<file path="src/rtl/scan_mux.sv">
// scan_mux: registered N-channel, W-bit multiplexer with manual or round-robin scan
// selection and a valid/ready output stage.
//
// Optional feature: define SCAN_MUX_SKIP_EN to add the per-channel scan enable
// port ch_en. Scan mode then skips disabled channels. With every channel
// disabled, nothing is loaded.
//
// N must be a power of two. This lets the scan pointer wrap by plain SEL_W-bit
// overflow.
module scan_mux #(
  parameter int unsigned W     = 1,
  parameter int unsigned N     = 4,
  parameter int unsigned SEL_W = $clog2(N)
) (
  input  logic             clk,
  input  logic             rst,
  input  logic [N*W-1:0]   din,
  input  logic [SEL_W-1:0] sel,
  input  logic             mode,
  input  logic             hold,
  output logic             out_valid,
  input  logic             out_ready,
  output logic [W-1:0]     dout,
  output logic [SEL_W-1:0] out_ch
`ifdef SCAN_MUX_SKIP_EN
  ,
  input  logic [N-1:0]     ch_en
`endif
);

  typedef enum logic [0:0] {StEmpty, StFull} state_e;

  state_e             state_q;
  logic [SEL_W-1:0]   ptr_q;
  logic [W-1:0]       dout_q;
  logic [SEL_W-1:0]   out_ch_q;

  logic [SEL_W-1:0]   ch;
  logic               avail;
  logic               load;
  logic [W-1:0]       sample;

  // Channel selection: manual index, or the scan pointer (optionally skipping disabled lanes)
  always_comb begin
    ch    = sel;
    avail = 1'b1;
    if (mode) begin
`ifdef SCAN_MUX_SKIP_EN
      ch    = ptr_q;
      avail = 1'b0;
      // Walk offsets from farthest to nearest so the nearest enabled lane wins
      for (int unsigned i = N; i > 0; i--) begin
        logic [SEL_W-1:0] idx;
        idx = ptr_q + SEL_W'(i - 1);
        if (ch_en[idx]) begin
          avail = 1'b1;
          ch    = idx;
        end
      end
`else
      ch = ptr_q;
`endif
    end
  end

  // Capture whenever the output slot is free or being drained this cycle
  always_comb begin
    load   = !hold && (!out_valid || out_ready) && avail;
    sample = din[int'(ch) * W +: W];
  end

  // Output FSM with registered sample, channel tag and scan pointer
  always_ff @(posedge clk or posedge rst) begin
    if (rst) begin
      state_q  <= StEmpty;
      ptr_q    <= '0;
      dout_q   <= '0;
      out_ch_q <= '0;
    end else begin
      if (load) begin
        dout_q   <= sample;
        out_ch_q <= ch;
        if (mode) ptr_q <= ch + SEL_W'(1);
      end
      case (state_q)
        StEmpty: if (load) state_q <= StFull;
        StFull:  if (!load && out_ready) state_q <= StEmpty;
        default: state_q <= StEmpty;
      endcase
    end
  end

  assign out_valid = (state_q == StFull);
  assign dout      = dout_q;
  assign out_ch    = out_ch_q;

endmodule

</file>
<file path="config.mk">
export PLATFORM = sky130hd
export DESIGN_NAME = scan_mux
export DESIGN_NICKNAME = d
export VERILOG_FILES = /design/src/rtl/scan_mux.sv
export SDC_FILE = /design/constraint.sdc
export NUM_CORES = 1
export LEC_CHECK = 0
export ABC_AREA = 1
export CORE_AREA = 2 2 39 41
export CTS_BUF_LIST = sky130_fd_sc_hd__clkbuf_4
export DETAILED_ROUTE_END_ITERATION = 12
export DIE_AREA = 0 0 41 43
export HOLD_SLACK_MARGIN = 0.03
export PLACE_DENSITY = 0.55
export SLEW_MARGIN = 0
export SYNTH_ARGS = -nofsm -noshare
export SYNTH_HDL_FRONTEND = slang
export SYNTH_SLANG_ARGS = --single-unit
</file>
<file path="constraint.sdc">
create_clock -name clk -period 1.3 [get_ports clk]
set_clock_uncertainty 0.15 [all_clocks]
set_input_delay 0.26 -clock clk [delete_from_list [all_inputs] [get_ports clk]]
set_output_delay 0.26 -clock clk [all_outputs]
set_load 0.005 [all_outputs]
</file>
==> flow_summary.toml, run 1 <==
[run_status]
status = "completed"

[cts]
cts_tree = "done"
clk_pin_slew_ns = 0.05
postCtsSetupBuffers = 0
clk_root_buffer_cell = "clkbuf_4"
cts_inserted_buffers = 3
clk_latency_ns = 0.24
ctsLongestPathBuffers = 2
clkSinkCount = 6
htreeDepth = 1

[route]
route.detailed.drc = 0
wirelength_um = 712
ant_nets = 0
wl_per_cell_um = 8.68
drt_iter0_drc = 9
vias = 339
firstDrtPassIters = 2
via_per_inst = 4.13

[power_and_ir_drop]
p_leak_nw = 0.295
vdd_drop_max_v = 0.000252
power.density_nw_per_um2 = 1080

[layout]
fill_cells = 151
regArea_um2 = 150
drive_above_1_share = 0.182
design_area_um2 = 543
nets = 79
n_antenna_cell = 0
multi_input_area_um2 = 164
area_delta_synth_final_pct = 54.4

[worst_setup_path]
cp_slowest_cell = "dfrtp_1"
crit_buf_inv = 1
r2r-start = "out_valid"
reg2reg_depth = 5
critPathMaxStageDelay_ns = 0.37
worstPathCellList = "dlygate4sd2_1"
worst_setup_path_start_kind = "register"
cp.arrival_ns = 0.86
r2r_end = "ptr_q[1]"
crit_type = "register to primary output"
crit_required_ns = 0.89
cp_max_fo = 2
cp_top_family = "flip-flops"
crit_path_end_kind = "primary output"
reg2reg_slack_ns = 0.16

[floorplanning]
ios = 15
design.core.area_um2 = 1380
die_w_um = 41
num_rows = 14
die-area_um2 = 1760
initial_core_util = 0.254
die_h_um = 43

[logic_synthesis]
synth_area_leader_cell = "dfrtp_1"
seq_area_frac_synth = 0.427
synth_common_cells = "nand2_1 (13), inv_1 (10), dfrtp_1 (6)"
async_flop_share = 1.00
yosysMostFrequentCell = "nand2_1"
synth_edf_count = 0
ys_seq_elements = 6
synthesis.area_um2 = 352
synthCells = 49
yosys_warnings = 0
synth_area_leaders = "dfrtp_1 (43%), nand2_1 (14%), inv_1 (11%)"
ys.flop_type = "dfrtp_1"
syn_nets = 60
ys_types = 11
synth_top_area_share = 0.427
avgSynthCellArea_um2 = 7.18

[grt]
grt_max_degree = 10
grt_pass1_wl_mm = 1.17
antenna_found_initial = 0
grt_pass1_vias = 333
grtUsageTotal = 0.101
grt_overflow = 0

[timing]
rsz0062_at_grt = "no"
hold_viol_final = 0
maxSlewViolCount = 0
timing.final.crit_share = 0.979
finalSetupViolCount = 0
fin_crit_ns = 1.27
relSlewSlack = 0.845
worst_slew_pin_slew_ns = 0.233
fmax_mhz = 785
worst_slack_ns = 0.0267

[placed_design]
hpwl_um = 587
pre_cts_ws_ns = -0.247
place_area_um2 = 512
gp_congestion = 0.777
io_buffers = 14

[hold_path]
hold_path.class = "primary input to async pin"

[job]
maxCapViolations = 0
routing by layer:
metal	GRT usage	wire [um]
met5	0	0
met2	0.134	326
met4	0.0800	0
met1	0.126	330
met3	0.0314	55
sequential cells by signal, summed over array words and instances, names as in the netlist:
name and flops:
out_ch 2, ptr_q 2, dout 1, out_valid 1
cell type report:
type / count / share of cell area
Sequential cell: 6 / 0.276
Clock buffer: 3 / 0.0415
Tap cell: 16 / 0.0369
Inverter: 12 / 0.0829
Timing Repair Buffer: 14 / 0.260
Multi-Input combinational cell: 31 / 0.302
cell usage in the layout, fill, tap and decap left out:
master	Yosys	routed
inv_2	2	2
dfrtp_1	6	6
o21bai_4	0	1
nand3_2	1	1
nand3_1	5	5
o21ai_0	4	4
dlymetal6s2s_1	0	1
o22ai_1	1	1
nand2_2	5	5
nand2_1	13	13
clkbuf_4	0	3
clkdlybuf4s15_1	0	3
inv_1	10	10
nor2_1	1	1
clkdlybuf4s50_1	0	9
dlygate4sd2_1	0	1
repair_timing:
item                                    in CTS  in global routing
gates cloned                                 0                  0
gates resized for setup                      5                  4
endpoints found under the setup margin       4                  7
pin swaps                                    0                  1
hold buffers                                 0                  0
worst max path at each step:
stage | startpoint | to | slack, ns | cells after the start
after floorplan | out_valid | ptr_q[1] | 0.21 | 5
after global placement | mode | dout | -0.24 | 8
final | dout | dout | 0.03 | 1
after global routing | dout | dout | 0.002 | 1
after CTS | out_ch[0] | out_ch[0] | 0.006 | 1
after detailed placement | mode | ptr_q[1] | -0.25 | 8
power by group:
group | internal [W] | total (W) | switching [W]
Combinational | 0.0000912 | 0.000178 | 0.0000868
Clock | 0.000104 | 0.000166 | 0.0000623
Sequential | 0.000224 | 0.000243 | 0.0000190
cell families (layout without fill, tap and decap cells):
family                 Yosys count  in the layout  share of synthesized area
buffers and inverters           12             29                      0.128
DFF                              6              6                      0.427
AOI/OAI and AO/OA                6              6                      0.107
and+or+nand+nor                 25             25                      0.338
through the flow:
stage               TNS, ns   util  std cells  total power [W]  hold WS [ns]
floorplan                 0      -         49         0.000340       -0.0990
global placement     -0.900  0.370         79         0.000433         0.319
detailed placement   -0.998  0.370         79         0.000434         0.328
CTS                       0  0.383         82         0.000597        0.0878
global route              0  0.392         82         0.000637         0.124
finish                    0  0.392         82         0.000587        0.0897
No activity file was read; power rests on OpenSTA's default activity.
==> inputs of run 2 (changes only) <==
Settings changed: ABC_CLOCK_PERIOD_IN_PS set to 1300.
==> results of run 2 <==
No change in the layout: final DEF, timing and power equal those of run 1.
==> inputs of run 3 (changes only) <==
Settings changed: RECOVER_POWER set to 50.
==> flow_summary.toml, run 3 (synthesized netlist as in run 1, its figures left out) <==
[route]
drt_iter0_drc = 9
ant_nets = 0
firstDrtPassIters = 2
wl_per_cell_um = 8.67
via_per_inst = 4.13
wirelength_um = 711
vias = 339
route.detailed.drc = 0

[placed_design]
place_area_um2 = 512
io_buffers = 14
pre_cts_ws_ns = -0.247
gp_congestion = 0.777
place_inst = 79
hpwl_um = 587

[power_and_ir_drop]
vdd_drop_max_v = 0.000252
p_leak_nw = 0.296
power.density_nw_per_um2 = 1080

[layout]
drive_above_1_share = 0.182
post-route-util = 0.392
nets = 79
multi_input_area_um2 = 164
final_cell_mix = "nand2_1 (13), inv_1 (10), clkdlybuf4s50_1 (8)"
regArea_um2 = 150
area_delta_synth_final_pct = 54.4
fin_cells = 82
mostFrequentLayoutCell = "nand2_1"
n_antenna_cell = 0
fill_cells = 151
design_area_um2 = 543

[floorplanning]
die-area_um2 = 1760
die_h_um = 43
die_w_um = 41
initial_core_util = 0.254
num_rows = 14
ios = 15
design.core.area_um2 = 1380

[timing]
maxSlewViolCount = 0
fmax_mhz = 785
relSlewSlack = 0.845
fin_crit_ns = 1.27
rsz0062_at_grt = "no"
timing.final.crit_share = 0.979
finalSetupViolCount = 0
worst_slew_pin_slew_ns = 0.233
worst_slack_ns = 0.0267
hold_viol_final = 0

[hold_path]
hold_path.class = "primary input to async pin"

[cts]
cts_inserted_buffers = 3
postCtsSetupBuffers = 0
clk_root_buffer_cell = "clkbuf_4"
clkSinkCount = 6
clk_pin_slew_ns = 0.05
clk_latency_ns = 0.24
htreeDepth = 1
ctsLongestPathBuffers = 2
cts_tree = "done"

[worst_setup_path]
crit_path_end_kind = "primary output"
crit_type = "register to primary output"
worstPathCellList = "dlygate4sd2_1"
critPathMaxStageDelay_ns = 0.37
cp.arrival_ns = 0.86
reg2reg_slack_ns = 0.16
r2r-start = "out_valid"
crit_required_ns = 0.89
cp_top_family = "flip-flops"
cp_slowest_cell = "dfrtp_1"
worst_setup_path_start_kind = "register"
crit_buf_inv = 1
cp_max_fo = 2
startpoint = "dout"

[grt]
grt_overflow = 0
grtUsageTotal = 0.101
grt_max_degree = 10
antenna_found_initial = 0
grt_pass1_wl_mm = 1.17
grt_pass1_vias = 333

[job]
maxCapViolations = 0

[run_status]
status = "completed"
-- run 3: cell count changes in the layout (fill, tap and decap cells not counted), sizes merged --
cell,change
clkdlybuf4s50,-1
dlygate4sd3,+1
-- run 3: per-layer routing --
metal,up-vias,global-route usage,wire length (um)
met3,0,0.0314,54
met1,144,0.126,330
met4,0,0.0800,0
met5,-,0,0
met2,11,0.134,326
li1,184,-,-
-- run 3: final cells by class --
class                   count  area share
inverters                  12      0.0829
multi-input cells          31       0.302
flip-flops and latches      6       0.276
well taps                  16      0.0369
clock buffers               3      0.0415
repair buffers             14       0.260
-- run 3: repair_timing --
action,CTS,global route
gates resized for setup,5,4
hold buffers,0,0
pin swaps,0,1
endpoints found under the setup margin,4,7
-- run 3: worst paths after layout --
check	endpoint	cells after the start
setup / recovery	dout	1
hold / removal	out_valid	2
setup reg to reg	ptr_q[1]	5
hold reg to reg	out_ch[1]	2
max in group asynchronous	out_ch[1]	2
min in group clk	ptr_q[0]	3
-- run 3: power by group --
group	switching (W)	internal (W)	total (W)
combinational	0.0000868	0.0000906	0.000177
clock	0.0000622	0.000104	0.000166
sequential	0.0000190	0.000224	0.000243
total	0.000168	0.000418	0.000586
-- run 3: through the flow --
stage | TNS, ns | hold WS [ns] | power [W]
after global placement | -0.900 | 0.319 | 0.000433
after global routing | 0 | 0.257 | 0.000636
final | 0 | 0.227 | 0.000586
after floorplan | 0 | -0.0990 | 0.000340
after detailed placement | -0.998 | 0.328 | 0.000434
after CTS | 0 | 0.0878 | 0.000597
==> edit (settings of run 1) <==
Set the parameter `N` to 8 (it was 4).
--- a/src/rtl/scan_mux.sv
+++ b/src/rtl/scan_mux.sv
@@ -9,7 +9,7 @@
 // overflow.
 module scan_mux #(
   parameter int unsigned W     = 1,
-  parameter int unsigned N     = 4,
+  parameter int unsigned N     = 8,
   parameter int unsigned SEL_W = $clog2(N)
 ) (
   input  logic             clk,
Ports: changed (resized din, out_ch and sel); port bits go from 15 to 21. The function was not compared with the original's and may differ.
==> edit against run 1 <==
- via count increased by 66%
- total power is 55% higher
- largest cell class is now buffers
- count of clock-buffer cells in the layout is the same
- sequential power increased by 35%
- design area increased by 61%
- non-clock buffer count is 20 higher
- sequential cell count is 2 higher
- critical path depth grew 7
- synthesized area grew 38%
- worst setup slack got worse by 0.085 ns
- the flow now finishes with violations (setup timing)
- wire length grew 74%
- critical endpoint is now ptr_q[2]
- core utilization rose by 24 points
==> edit: results <==
export IMPL_place_gp_congestion=0.786
export IMPL_synth_top_family_by_area="simple AND/OR/NAND/NOR gates"
export IMPL_cts_root_buf="clkbuf_4"
export IMPL_syn_avg_cell_area_um2=7.04
export IMPL_synth_cell_types=16
export IMPL_clkTransAtPathRegs_ns=0.05
export IMPL_drive_gt1_frac=0.314
export IMPL_r2r_end="ptr_q[2]"
export IMPL_fillerInstances=131
export IMPL_yosysSeqAreaShare=0.412
export IMPL_htreeDepth=1
export IMPL_reg2regPathDepth=8
export IMPL_synthTopCellsByArea="dfrtp_1 41%, nand3_1 14%, nand2_1 13%, inv_1 8.5%, o21ai_0 6.2%"
export IMPL_synth_xor_area_share=0
export IMPL_muxShareOfSynthArea=0
export IMPL_leakage_nw=0.443
export IMPL_synth_compound_area_frac=0.119
export IMPL_track_usage=0.162
export IMPL_grt_pass1_wl_um=1930
export IMPL_syn_nets=86
export IMPL_crit_fanout=2
export IMPL_synth_edf_count=0
export IMPL_setup_slack_ns=-0.0588
export IMPL_viasPerCell=4.64
export IMPL_antenna_found_initial=0
export IMPL_io_buffer_count=20
export IMPL_antenna_cells=0
export IMPL_grt_max_degree=10
export IMPL_yosysWarnings=0
export IMPL_first_pass_iters=4
export IMPL_worstMarginPinSlew_ns=0.320
export IMPL_r2r_start="ptr_q[0]"
export IMPL_vias=562
export IMPL_worstPathRequired_ns=1.29
export IMPL_ys_flop_type="dfrtp_1"
export IMPL_violations="setup timing"
export IMPL_synth_fa_ha_area_frac=0.0258
export IMPL_outcome="finished, violations left"
export IMPL_synth_async_sr_flop_share=1.00
export IMPL_ir_drop_mv=0.535
export IMPL_cpPeakStageDelay_ns=0.38
export IMPL_dp_cells=115
export IMPL_yosys_top_cells_count="17 x nand2_1, 14 x nand3_1, 11 x inv_1, 8 x dfrtp_1, 6 x o21ai_0"
export IMPL_drt_iter0_markers=11
export IMPL_totalWireLength_um=1240
export IMPL_place_hpwl_um=971
export IMPL_hold_class="input pin to asynchronous set/reset pin"
export IMPL_setup_viol_count_final=1
export IMPL_insertion_delay_ns=0.25
export IMPL_cts_buffers=3
export IMPL_grt_pass1_vias=480
export IMPL_slowest_stage="dfrtp_1"
export IMPL_crit_family="simple AND/OR/NAND/NOR gates"
export IMPL_clockBufferDepth=2
export IMPL_dpl_worst_slack_ns=-0.576
[edit: per-layer routing]
layer,global-route usage,vias up,routed length (µm),share of wire
met3,0.0785,2,68,0.055
li1,-,301,-,-
met2,0.256,14,623,0.50
met5,0,-,0,0
met1,0.189,245,540,0.44
met4,0.0400,0,6,0.0048
[edit: power by group]
group	leakage (nW)	internal [mW]	switching (mW)
registers	0.0968	0.302	0.0265
clock network	0.0138	0.105	0.0788
logic	0.332	0.224	0.173
[edit: logic make-up (layout without fill, tap and decap cells)]
| family | count (synthesis) | in the layout |
|---|---|---|
| adders and majority gates | 1 | 1 |
| AOI/OAI and AO/OA | 10 | 10 |
| DFF | 8 | 8 |
| buffers and inverters | 13 | 49 |
| and+or+nand+nor | 37 | 37 |
[edit: what timing repair did]
item                                    CTS  global route
endpoints found under the setup margin   11             7
pin swaps                                 0             3
setup buffers                             1             1
gates cloned                              0             1
gates resized for setup                  11            19
[edit: worst max path at each step]
| stage | startpoint | to | slack [ns] | depth (start not counted) |
|---|---|---|---|---|
| 2_1_floorplan | ptr_q[0] | ptr_q[2] | -0.03 | 8 |
| 5_1_grt | ptr_q[0] | ptr_q[2] | -0.14 | 8 |
| 3_5_place_dp | mode | ptr_q[2] | -0.58 | 9 |
| 4_1_cts | ptr_q[0] | ptr_q[2] | -0.07 | 8 |
| 3_3_place_gp | mode | ptr_q[2] | -0.55 | 9 |
| 6_report | ptr_q[0] | ptr_q[2] | -0.06 | 8 |
[edit: area by class of cell]
class | count | area share
sequential | 8 | 0.229
tap | 16 | 0.0229
inverter | 12 | 0.0544
clock buffer | 3 | 0.0258
timing repair buffer | 34 | 0.345
multi-input combinational | 48 | 0.322
[edit: through the flow]
| stage | hold slack [ns] | TNS (ns) | instance area [µm²] | utilization |
|---|---|---|---|---|
| after floorplan | -0.0743 | -0.0290 | 498 | - |
| after global placement | 0.326 | -2.87 | 796 | 0.575 |
| after detailed placement | 0.322 | -2.92 | 796 | 0.575 |
| after CTS | 0.117 | -0.0674 | 826 | 0.597 |
| after global routing | 0.162 | -0.153 | 873 | 0.631 |
| final | 0.114 | -0.0588 | 873 | 0.631 |
[edit: worst register-to-register path: cells and delay by family, from the launching register on]
kind                       cells  cell delay (ns)
adders and majority gates      1             0.14
DFF                            1             0.38
buffers and inverters          2             0.12
AOI/OAI and AO/OA              1             0.06
and+or+nand+nor                4             0.40
